`config.mk`:
```
export PLATFORM = sky130hd
export DESIGN_NAME = char_buf_arbiter
export DESIGN_NICKNAME = d
export VERILOG_FILES = /design/src/rtl/char_arb_pkg.sv /design/src/rtl/char_wr_fifo.sv /design/src/rtl/char_buf_arbiter.sv
export SDC_FILE = /design/constraint.sdc
export NUM_CORES = 1
export LEC_CHECK = 0
export CAP_MARGIN = 20
export CORE_MARGIN = 1
export CORE_UTILIZATION = 46
export DETAILED_ROUTE_END_ITERATION = 7
export GPL_TIMING_DRIVEN = 1
export PLACE_DENSITY = 0.78
export SLEW_MARGIN = 15
export SYNTH_ARGS = -nofsm -noshare
export SYNTH_HDL_FRONTEND = slang
export SYNTH_SLANG_ARGS = --single-unit
```
`constraint.sdc`:
```
create_clock -name clock -period 2.8 [get_ports clock]
set_input_delay 0.28 -clock clock [delete_from_list [all_inputs] [get_ports clock]]
set_output_delay 0.28 -clock clock [all_outputs]
set_load 0.03 [all_outputs]
```
`src/rtl/char_arb_pkg.sv`:
```
// Shared types and defaults for the character-buffer RAM arbiter.
// The queued-write entry carries the default address/data widths.
package char_arb_pkg;

   localparam int ADDR_W_DEF       = 12;
   localparam int DATA_W_DEF       = 32;
   localparam int FIFO_DEPTH_DEF   = 4;
   localparam int STARVE_LIMIT_DEF = 16;

   typedef enum logic [1:0] {
      S_IDLE  = 2'd0,
      S_PEND  = 2'd1,
      S_FORCE = 2'd2
   } arb_state_e;

   typedef struct packed {
      logic [ADDR_W_DEF-1:0] addr;
      logic [DATA_W_DEF-1:0] data;
   } char_entry_t;

   localparam int ENTRY_W = $bits(char_entry_t);

endpackage

```
`src/rtl/char_wr_fifo.sv`:
```
// CPU write queue: power-of-two ring buffer with occupancy count.
import char_arb_pkg::*;

module char_wr_fifo #(
   parameter  int DEPTH = FIFO_DEPTH_DEF,
   localparam int PTR_W = $clog2(DEPTH),
   localparam int LVL_W = PTR_W + 1
) (
   input  logic               clock,
   input  logic               reset_n,
   input  logic               push_i,
   input  logic [ENTRY_W-1:0] push_data_i,
   input  logic               pop_i,
   output logic [ENTRY_W-1:0] pop_data_o,
   output logic               full_o,
   output logic               empty_o,
   output logic [LVL_W-1:0]   level_o
);

   logic [ENTRY_W-1:0] mem_q [DEPTH];
   logic [PTR_W-1:0]   wr_ptr_q, rd_ptr_q;
   logic [LVL_W-1:0]   level_q;
   logic               do_push, do_pop;

   assign full_o     = (level_q == LVL_W'(DEPTH));
   assign empty_o    = (level_q == '0);
   assign level_o    = level_q;
   assign pop_data_o = mem_q[rd_ptr_q];
   assign do_push    = push_i && !full_o;
   assign do_pop     = pop_i && !empty_o;

   // Pointers wrap naturally because DEPTH is a power of two.
   always_ff @(posedge clock or negedge reset_n) begin
      if (!reset_n) begin
         wr_ptr_q <= '0;
         rd_ptr_q <= '0;
         level_q  <= '0;
      end else begin
         if (do_push) wr_ptr_q <= wr_ptr_q + PTR_W'(1);
         if (do_pop)  rd_ptr_q <= rd_ptr_q + PTR_W'(1);
         case ({do_push, do_pop})
            2'b10:   level_q <= level_q + LVL_W'(1);
            2'b01:   level_q <= level_q - LVL_W'(1);
            default: level_q <= level_q;
         endcase
      end
   end

   always_ff @(posedge clock) begin
      if (do_push) mem_q[wr_ptr_q] <= push_data_i;
   end

endmodule

```
`src/rtl/char_buf_arbiter.sv`:
```
// Shares one single-port character RAM between VGA fetches and queued CPU
// writes; a write waiting too long gets one forced cycle ahead of reads.
import char_arb_pkg::*;

module char_buf_arbiter #(
   parameter  int ADDR_W       = ADDR_W_DEF,
   parameter  int DATA_W       = DATA_W_DEF,
   parameter  int FIFO_DEPTH   = FIFO_DEPTH_DEF,
   parameter  int STARVE_LIMIT = STARVE_LIMIT_DEF,
   localparam int LVL_W        = $clog2(FIFO_DEPTH) + 1,
   localparam int WAIT_W       = $clog2(STARVE_LIMIT + 1)
) (
   input  logic              clock,
   input  logic              reset_n,
   input  logic              wr_valid,
   output logic              wr_ready,
   input  logic [ADDR_W-1:0] wr_addr,
   input  logic [DATA_W-1:0] wr_data,
   input  logic              rd_valid,
   output logic              rd_ready,
   input  logic [ADDR_W-1:0] rd_addr,
   output logic [DATA_W-1:0] rd_data,
   output logic              rd_data_valid,
   output logic [ADDR_W-1:0] mem_addr,
   output logic              mem_we,
   output logic [DATA_W-1:0] mem_wdata,
   input  logic [DATA_W-1:0] mem_rdata,
   output logic [LVL_W-1:0]  fifo_level,
   output logic [15:0]       forced_cnt
);

   arb_state_e        state_q, state_d;
   logic [WAIT_W-1:0] wait_q, wait_d;
   logic [15:0]       forced_q, forced_d;
   logic [ADDR_W-1:0] addr_q;
   logic              rvalid_q;

   char_entry_t push_entry, head_entry;
   logic        full, empty, push, pop, last_pop;
   logic        force_gnt, rd_gnt, wr_gnt;

   assign push_entry = '{addr: wr_addr, data: wr_data};
   assign wr_ready   = !full;
   assign push       = wr_valid && !full;

   char_wr_fifo #(.DEPTH(FIFO_DEPTH)) u_fifo (
      .clock       (clock),
      .reset_n     (reset_n),
      .push_i      (push),
      .push_data_i (push_entry),
      .pop_i       (pop),
      .pop_data_o  (head_entry),
      .full_o      (full),
      .empty_o     (empty),
      .level_o     (fifo_level)
   );

   // Reads are masked while reset is held so the RAM port stays quiet.
   always_comb begin
      force_gnt = (state_q == S_FORCE) && !empty;
      rd_gnt    = reset_n && rd_valid && (state_q != S_FORCE);
      wr_gnt    = !rd_valid && (state_q != S_FORCE) && !empty;
      pop       = force_gnt || wr_gnt;
      last_pop  = pop && (fifo_level == LVL_W'(1)) && !push;
   end

   assign rd_ready      = rd_gnt;
   assign mem_we        = pop;
   assign mem_wdata     = head_entry.data;
   assign mem_addr      = pop ? head_entry.addr : (rd_gnt ? rd_addr : addr_q);
   assign rd_data       = mem_rdata;
   assign rd_data_valid = rvalid_q;
   assign forced_cnt    = forced_q;

   always_comb begin
      wait_d = wait_q;
      if (empty || pop)                           wait_d = '0;
      else if (wait_q != WAIT_W'(STARVE_LIMIT))   wait_d = wait_q + WAIT_W'(1);
   end

   always_comb begin
      state_d  = state_q;
      forced_d = forced_q;
      case (state_q)
         S_IDLE:  if (push) state_d = S_PEND;
         S_PEND: begin
            if (wait_d == WAIT_W'(STARVE_LIMIT)) state_d = S_FORCE;
            else if (last_pop)                   state_d = S_IDLE;
         end
         S_FORCE: state_d = (last_pop || (empty && !push)) ? S_IDLE : S_PEND;
         default: state_d = S_IDLE;
      endcase
      if (state_d == S_FORCE && state_q != S_FORCE && forced_q != 16'hFFFF)
         forced_d = forced_q + 16'd1;
   end

   always_ff @(posedge clock or negedge reset_n) begin
      if (!reset_n) begin
         state_q  <= S_IDLE;
         wait_q   <= '0;
         forced_q <= '0;
         addr_q   <= '0;
         rvalid_q <= 1'b0;
      end else begin
         state_q  <= state_d;
         wait_q   <= wait_d;
         forced_q <= forced_d;
         addr_q   <= mem_addr;
         rvalid_q <= rd_gnt;
      end
   end

endmodule
```
# Word-level counts from Yosys, hierarchy flattened
# Memory sizes are Yosys's and may differ from the RTL's.
# Index checks and enable logic that the tools add are counted.
# word_totals
ramBits	176
mem_count	1
out_inout_bits	99
register_bits	43
in_bits	92
wordCells	61
# classes
n_eq_ne	11
reduce_logical	23
muxes	12
addsub	6
# mem_list
memory	words	word_bits	read_ports	rd_ports_with_merged_regs	write_ports	line_no	text
u_fifo.mem_q	4	44	1	0	1	char_wr_fifo.sv:20	logic [ENTRY_W-1:0] mem_q [DEPTH];
# op_table
operator	n
12-bit two-way mux	2
16-bit by 1-bit adder with 16-bit output (second input constant)	1
16-bit != test (second input constant)	1
1-bit logical AND	13
5-bit two-way mux	2
2-bit == test (second input constant)	3
2-bit two-way mux	3
2-bit case mux with 3 select lines	1
3-bit case mux with 2 select lines	1
5-bit by 1-bit adder with 5-bit output (second input constant)	1
5-bit == test (second input constant)	1
5-bit != test (second input constant)	1
2-bit by 1-bit adder with 2-bit output (second input constant)	2
2-bit by 1-bit == test with 1-bit output (second input constant)	2
1-bit logical NOT	4
3-bit by 1-bit adder with 3-bit output (second input constant)	1
3-bit by 1-bit == test with 1-bit output (second input constant)	1
3-bit == test (second input constant)	1
3-bit logical NOT	1
1-bit logical OR	3
1-bit two-way mux	3
3-bit by 1-bit subtractor with 3-bit output (second input constant)	1
2-bit logical NOT	1
2-bit != test (second input constant)	1
2-bit nonzero test	1

# Logic depth before layout (Yosys ltp)
# logic_depth
word_depth	12
mapped_depth	9
mapped_depth_nobuf	9

# Modules after synthesis
# Synthesis repeated with hierarchy kept, for this count alone.
# hier_totals
cells_unflattened	480
hier_area_um2	8933.6
# by_module_without_submodules
module	instances	area_each_um2	seq_area_each_um2	cells_per_inst
char_wr_fifo	1	6836.6	5460.2	267
char_buf_arbiter	1	2097.0	900.9	213

# Worst setup path after synthesis
# No wires, ideal clock.
# synth_timing
path_type	register to register
startpoint	register u_fifo.level_q[0], in the netlist u_fifo.level_o[0]
endpoint	memory u_fifo.mem_q[1][0] (netlist name), enable pin
setup_ns	0.406
path_stages_with_launch	5
required_ns	2.394
slack_ns	0.038
synth_period_minus_slack_ns	2.762
arrival_ns	2.356
cell_sequence	dfrtp_1 -> inv_1 -> ha_1 -> nand2_1 -> and3_1
# synth_between
elab_chain_cells	6
# synth_lines
item	line_no	text
from (decl)	char_wr_fifo.sv:22	logic [LVL_W-1:0] level_q;
from (signal assigned)	char_wr_fifo.sv:42	2'b10: level_q <= level_q + LVL_W'(1);
from (signal assigned)	char_wr_fifo.sv:43	2'b01: level_q <= level_q - LVL_W'(1);
from (signal assigned)	char_wr_fifo.sv:44	default: level_q <= level_q;
3-bit == test *	char_wr_fifo.sv:25	assign full_o = (level_q == LVL_W'(DEPTH));
1-bit logical NOT *	--	
net wr_ready	char_buf_arbiter.sv:16	output logic wr_ready,
1-bit logical AND	char_buf_arbiter.sv:44	assign push = wr_valid && !full;
1-bit logical AND *	char_wr_fifo.sv:29	assign do_push = push_i && !full_o;
1-bit two-way mux *	char_wr_fifo.sv:50	if (do_push) mem_q[wr_ptr_q] <= push_data_i;
1-bit two-way mux (not written as such) *	char_wr_fifo.sv:50	
to (decl)	char_wr_fifo.sv:20	
# The timed path passes the listed nets; every way through them passes the cells marked *.

# Worst setup path after layout
# layout_timing
startpoint	register u_fifo.rd_ptr_q[0]
endpoint	output mem_wdata[17]
# layout_between
elab_chain_cells	1
# layout_lines
item	line_no	text
from (decl)	char_wr_fifo.sv:21	logic [PTR_W-1:0] wr_ptr_q, rd_ptr_q;
from (signal assigned)	char_wr_fifo.sv:40	if (do_pop) rd_ptr_q <= rd_ptr_q + PTR_W'(1);
memory read 4 x 44 bit	--	
to (decl)	char_buf_arbiter.sv:26	output logic [DATA_W-1:0] mem_wdata,
# No other way between the ends.

==> results.md <==
* Largest net degree at the start of global routing at 45
* Worst Setup SP: u_fifo.rd_ptr_q[0]$_DFFE_PN0P_
* Residual DRC at 0
* Worst-path clk slew at 60 ps
* Slowest-stage cell, CP: clkdlybuf4s50_1
* Hold Crit Start: rd_addr[7]
* Worst Slack Setup Final at just over 70 ps
* Routed vias at between 4000 and 5000
* Row count at 50
* Hold slack at 335 ps
* Final-report hold violation count at 0
* Die width at 140 um
* Final setup viols at 0
* Inst Count DP at 802
* Slew margin rel. at 61.9%
* #FFs+latches synth at roughly 220
* R2R Setup Slk at approximately 330 ps
* Fmax at 0.367 GHz
* Worst Hold Depth at 3
* Final #Nets at 705
* Worst Hold End: addr_q[7]$_DFF_PN0_
* DRT Wirelength at ~17 mm
* R2r startpoint: u_fifo.level_o[0]$_DFFE_PN0P_
* Most frequent cells in the layout: edfxtp_1 (176), clkdlybuf4s50_1 (104), mux4_2 (44)
* Initial antenna violation count at 0
* Crit share post-route at between 90 and 100%
* Slowest cell delay on critical path at 630 ps
* Total Routing Usage GR at between 10% and 20%
* Layout cell share with drive strength beyond 1 at 20.3%
* CTS tree: built
* Vias in the first global route at 4869
* Clock Path Buffers at 3
* Max IR drop VDD at 0.747 mV
* Core Area at 18700 um^2
* Buf+Inv Stages, Crit Path at 2
* Reg-to-Reg End: forced_cnt[12]$_DFFE_PN0P_
* Grt ovf at 0
* Die area at about 20000 um^2
* Post-synth top area cell: edfxtp_1
* Insertion delay to the later sink of the worst-skew pair at between 500 and 600 ps
* Final Total Pwr at 11.4 mW
* RSZ-0062 raised after global routing: no
* Worst Path Required at between 2000 and 3000 ps
* Initial Util at 46.9%
* Commonest non-fill, non-tap cell in the layout: edfxtp_1
* Post-route ant nets at 0
* Synth Flop Type: edfxtp_1
* Layout filler cell count at approximately 1400
* Post-Syn Nets at 583
* Antenna cells at 0
* YS warnings at 0
* Initial drt markers at 332
* Post-synth EDFFs at 176
* WS Path Type: reg2out
* Crit path launch type: register
* TNS Setup at 0 ps
* H-tree depth at 1
* DRT Pass-1 Iters at 4
* Netlist cell types at 40
* R2r worst-path depth at 8
* Worst-Margin Slew at 572 ps
* Share of synthesized registers carrying an async set or reset at 19.6%
* Cell area after layout at between 10000 and 15000 um^2
* HP Class: in2reg
* Layout Cells excl Fill at 851
* P_leak at 3.97 nW
* Outcome: finished, final reports clean
* Fin crit period at between 2000 and 3000 ps
* Crit end category: output pin
* Synth Cell Area at 8770 um^2
* Routability cong. at between 0.7 and 0.8
* Vert. Die Dim at 140 um
* P&R area growth vs syn at 24.4%
* I/O pin total at 191
* CTS sink count at between 200 and 250
* Placed standard-cell area at 10200 um^2
* Final Max Tran Viols at 0
* Mean post-synth cell area at around 18 um^2
* Mapped Cells at ~480
* Crit-path max FO at 25
* Critical Path, Cell by Cell: buf_12, mux4_2, clkdlybuf4s50_1
* Worst EP arrival at 2450 ps
* Place WS at 233 ps
* Post-DR wirelength/cell at 19.6 um
* Root buf cell: clkbuf_16
* Final setup skew at 19.9 ps
* # Max-Cap Violations at 0
* Vias per std cell at 5.39
* Share of the yosys chip area belonging to registers at 72.5%
* Synth top area cells: edfxtp_1 (60%), dfrtp_1 (12%), mux4_2 (11%), buf_4 (2.7%), ha_1 (1.7%)
* Num CTS Buffers at 24
* Top-area cell type share of the netlist area at between 60% and 70%
* First-pass GRT wire length at 26.0 mm
* Port-buffer cells at about 130
* CP delay by family, top: buffers and inverters
* Pwr Density at about 1000 nW/um^2
* Detailed placer's ending HPWL at 10.6 mm
* Final Util at 58.4%
what timing repair did:
| item | in CTS | in global routing |
|---|---|---|
| endpoints found under the setup margin | 37 | 20 |
| pin swaps | 0 | 0 |
| endpoints found under the hold margin | 43 | 0 |
| hold buffers | 1 | 0 |
| setup buffers | 6 | 0 |
| gates resized for setup | 19 | 31 |
per-layer routing:
layer	part of all wire, %	vias up	GRT usage (%)
met5	0	-	0
met4	1.7	0	3.47
met3	8.1	28	5.40
met2	50	178	29.9
met1	40	2313	21.1
li1	-	2065	-
kinds of logic after synthesis:
kind of cell	after synthesis	share of synthesized area, %
AOI/OAI and AO/OA	24	1.87
xor gates and xnor gates	23	2.38
adders and majority gates	12	1.71
buffers and inverters	58	4.01
DFF	219	72.5
muxes	48	11.8
and+or+nand+nor	95	5.75
cell usage after synthesis, drive strengths merged (2+ instances only):
cell type and n:
buf 38, nor2b 2, nand4 2, clkbuf 9, dfrtp 43, inv 11, nand2 40, nand3 8
o21ai 3, nor3 11, nor2 14, mux4 44, nand2b 4, a21oi 3, a21boi 3, ha 12
xor2 14, and3 5, nor4 4, edfxtp 176, xnor2 9, a22oi 12, mux2 3
report_power, final:
part	internal (mW)	total (mW)	switching, mW	leakage [nW]
combinational	1.76	4.02	2.26	1.46
clock	1.61	2.79	1.18	0.345
sequential	4.25	4.54	0.290	2.16
state kept, by name, indices dropped and copies added (netlist names):
name,flops
rd_data_valid,1
u_fifo.level_o,3
u_fifo.wr_ptr_q,2
forced_cnt,16
wait_q,5
addr_q,12
state_q,2
u_fifo.rd_ptr_q,2
u_fifo.mem_q,176
how the worst max path moves through the flow:
stage / cells after the start / end / slack [ps]
floorplan: 4 / u_fifo.mem_q[1][0]$_DFFE_PP_ / 40
global placement: 3 / mem_wdata[4] / 280
detailed placement: 8 / mem_addr[10] / 230
finish: 3 / mem_wdata[17] / 70
global route: 3 / mem_wdata[17] / 2
CTS: 9 / mem_addr[9] / 0.6
worst reg2reg max path: stages, from the launching register on:
cell,delay (ps)
dfrtp_2,430
inv_1,90
ha_1,230
nand2b_1,130
nand3_1,280
nor4_4,380
nand2b_2,140
nor4_2,310
mux2_1,350
area by class of cell:
type / instances / area [um^2] / share of cell area, %
clock buffer: 32 / 641 / 5.87
clock inverter: 10 / 72.6 / 0.665
inverter: 11 / 41.3 / 0.378
multi-input combinational: 202 / 2070 / 19.0
sequential: 219 / 6370 / 58.4
tap: 234 / 293 / 2.68
timing repair buffer: 143 / 1430 / 13.1
Note: power is estimated with default switching activity, not from simulation.
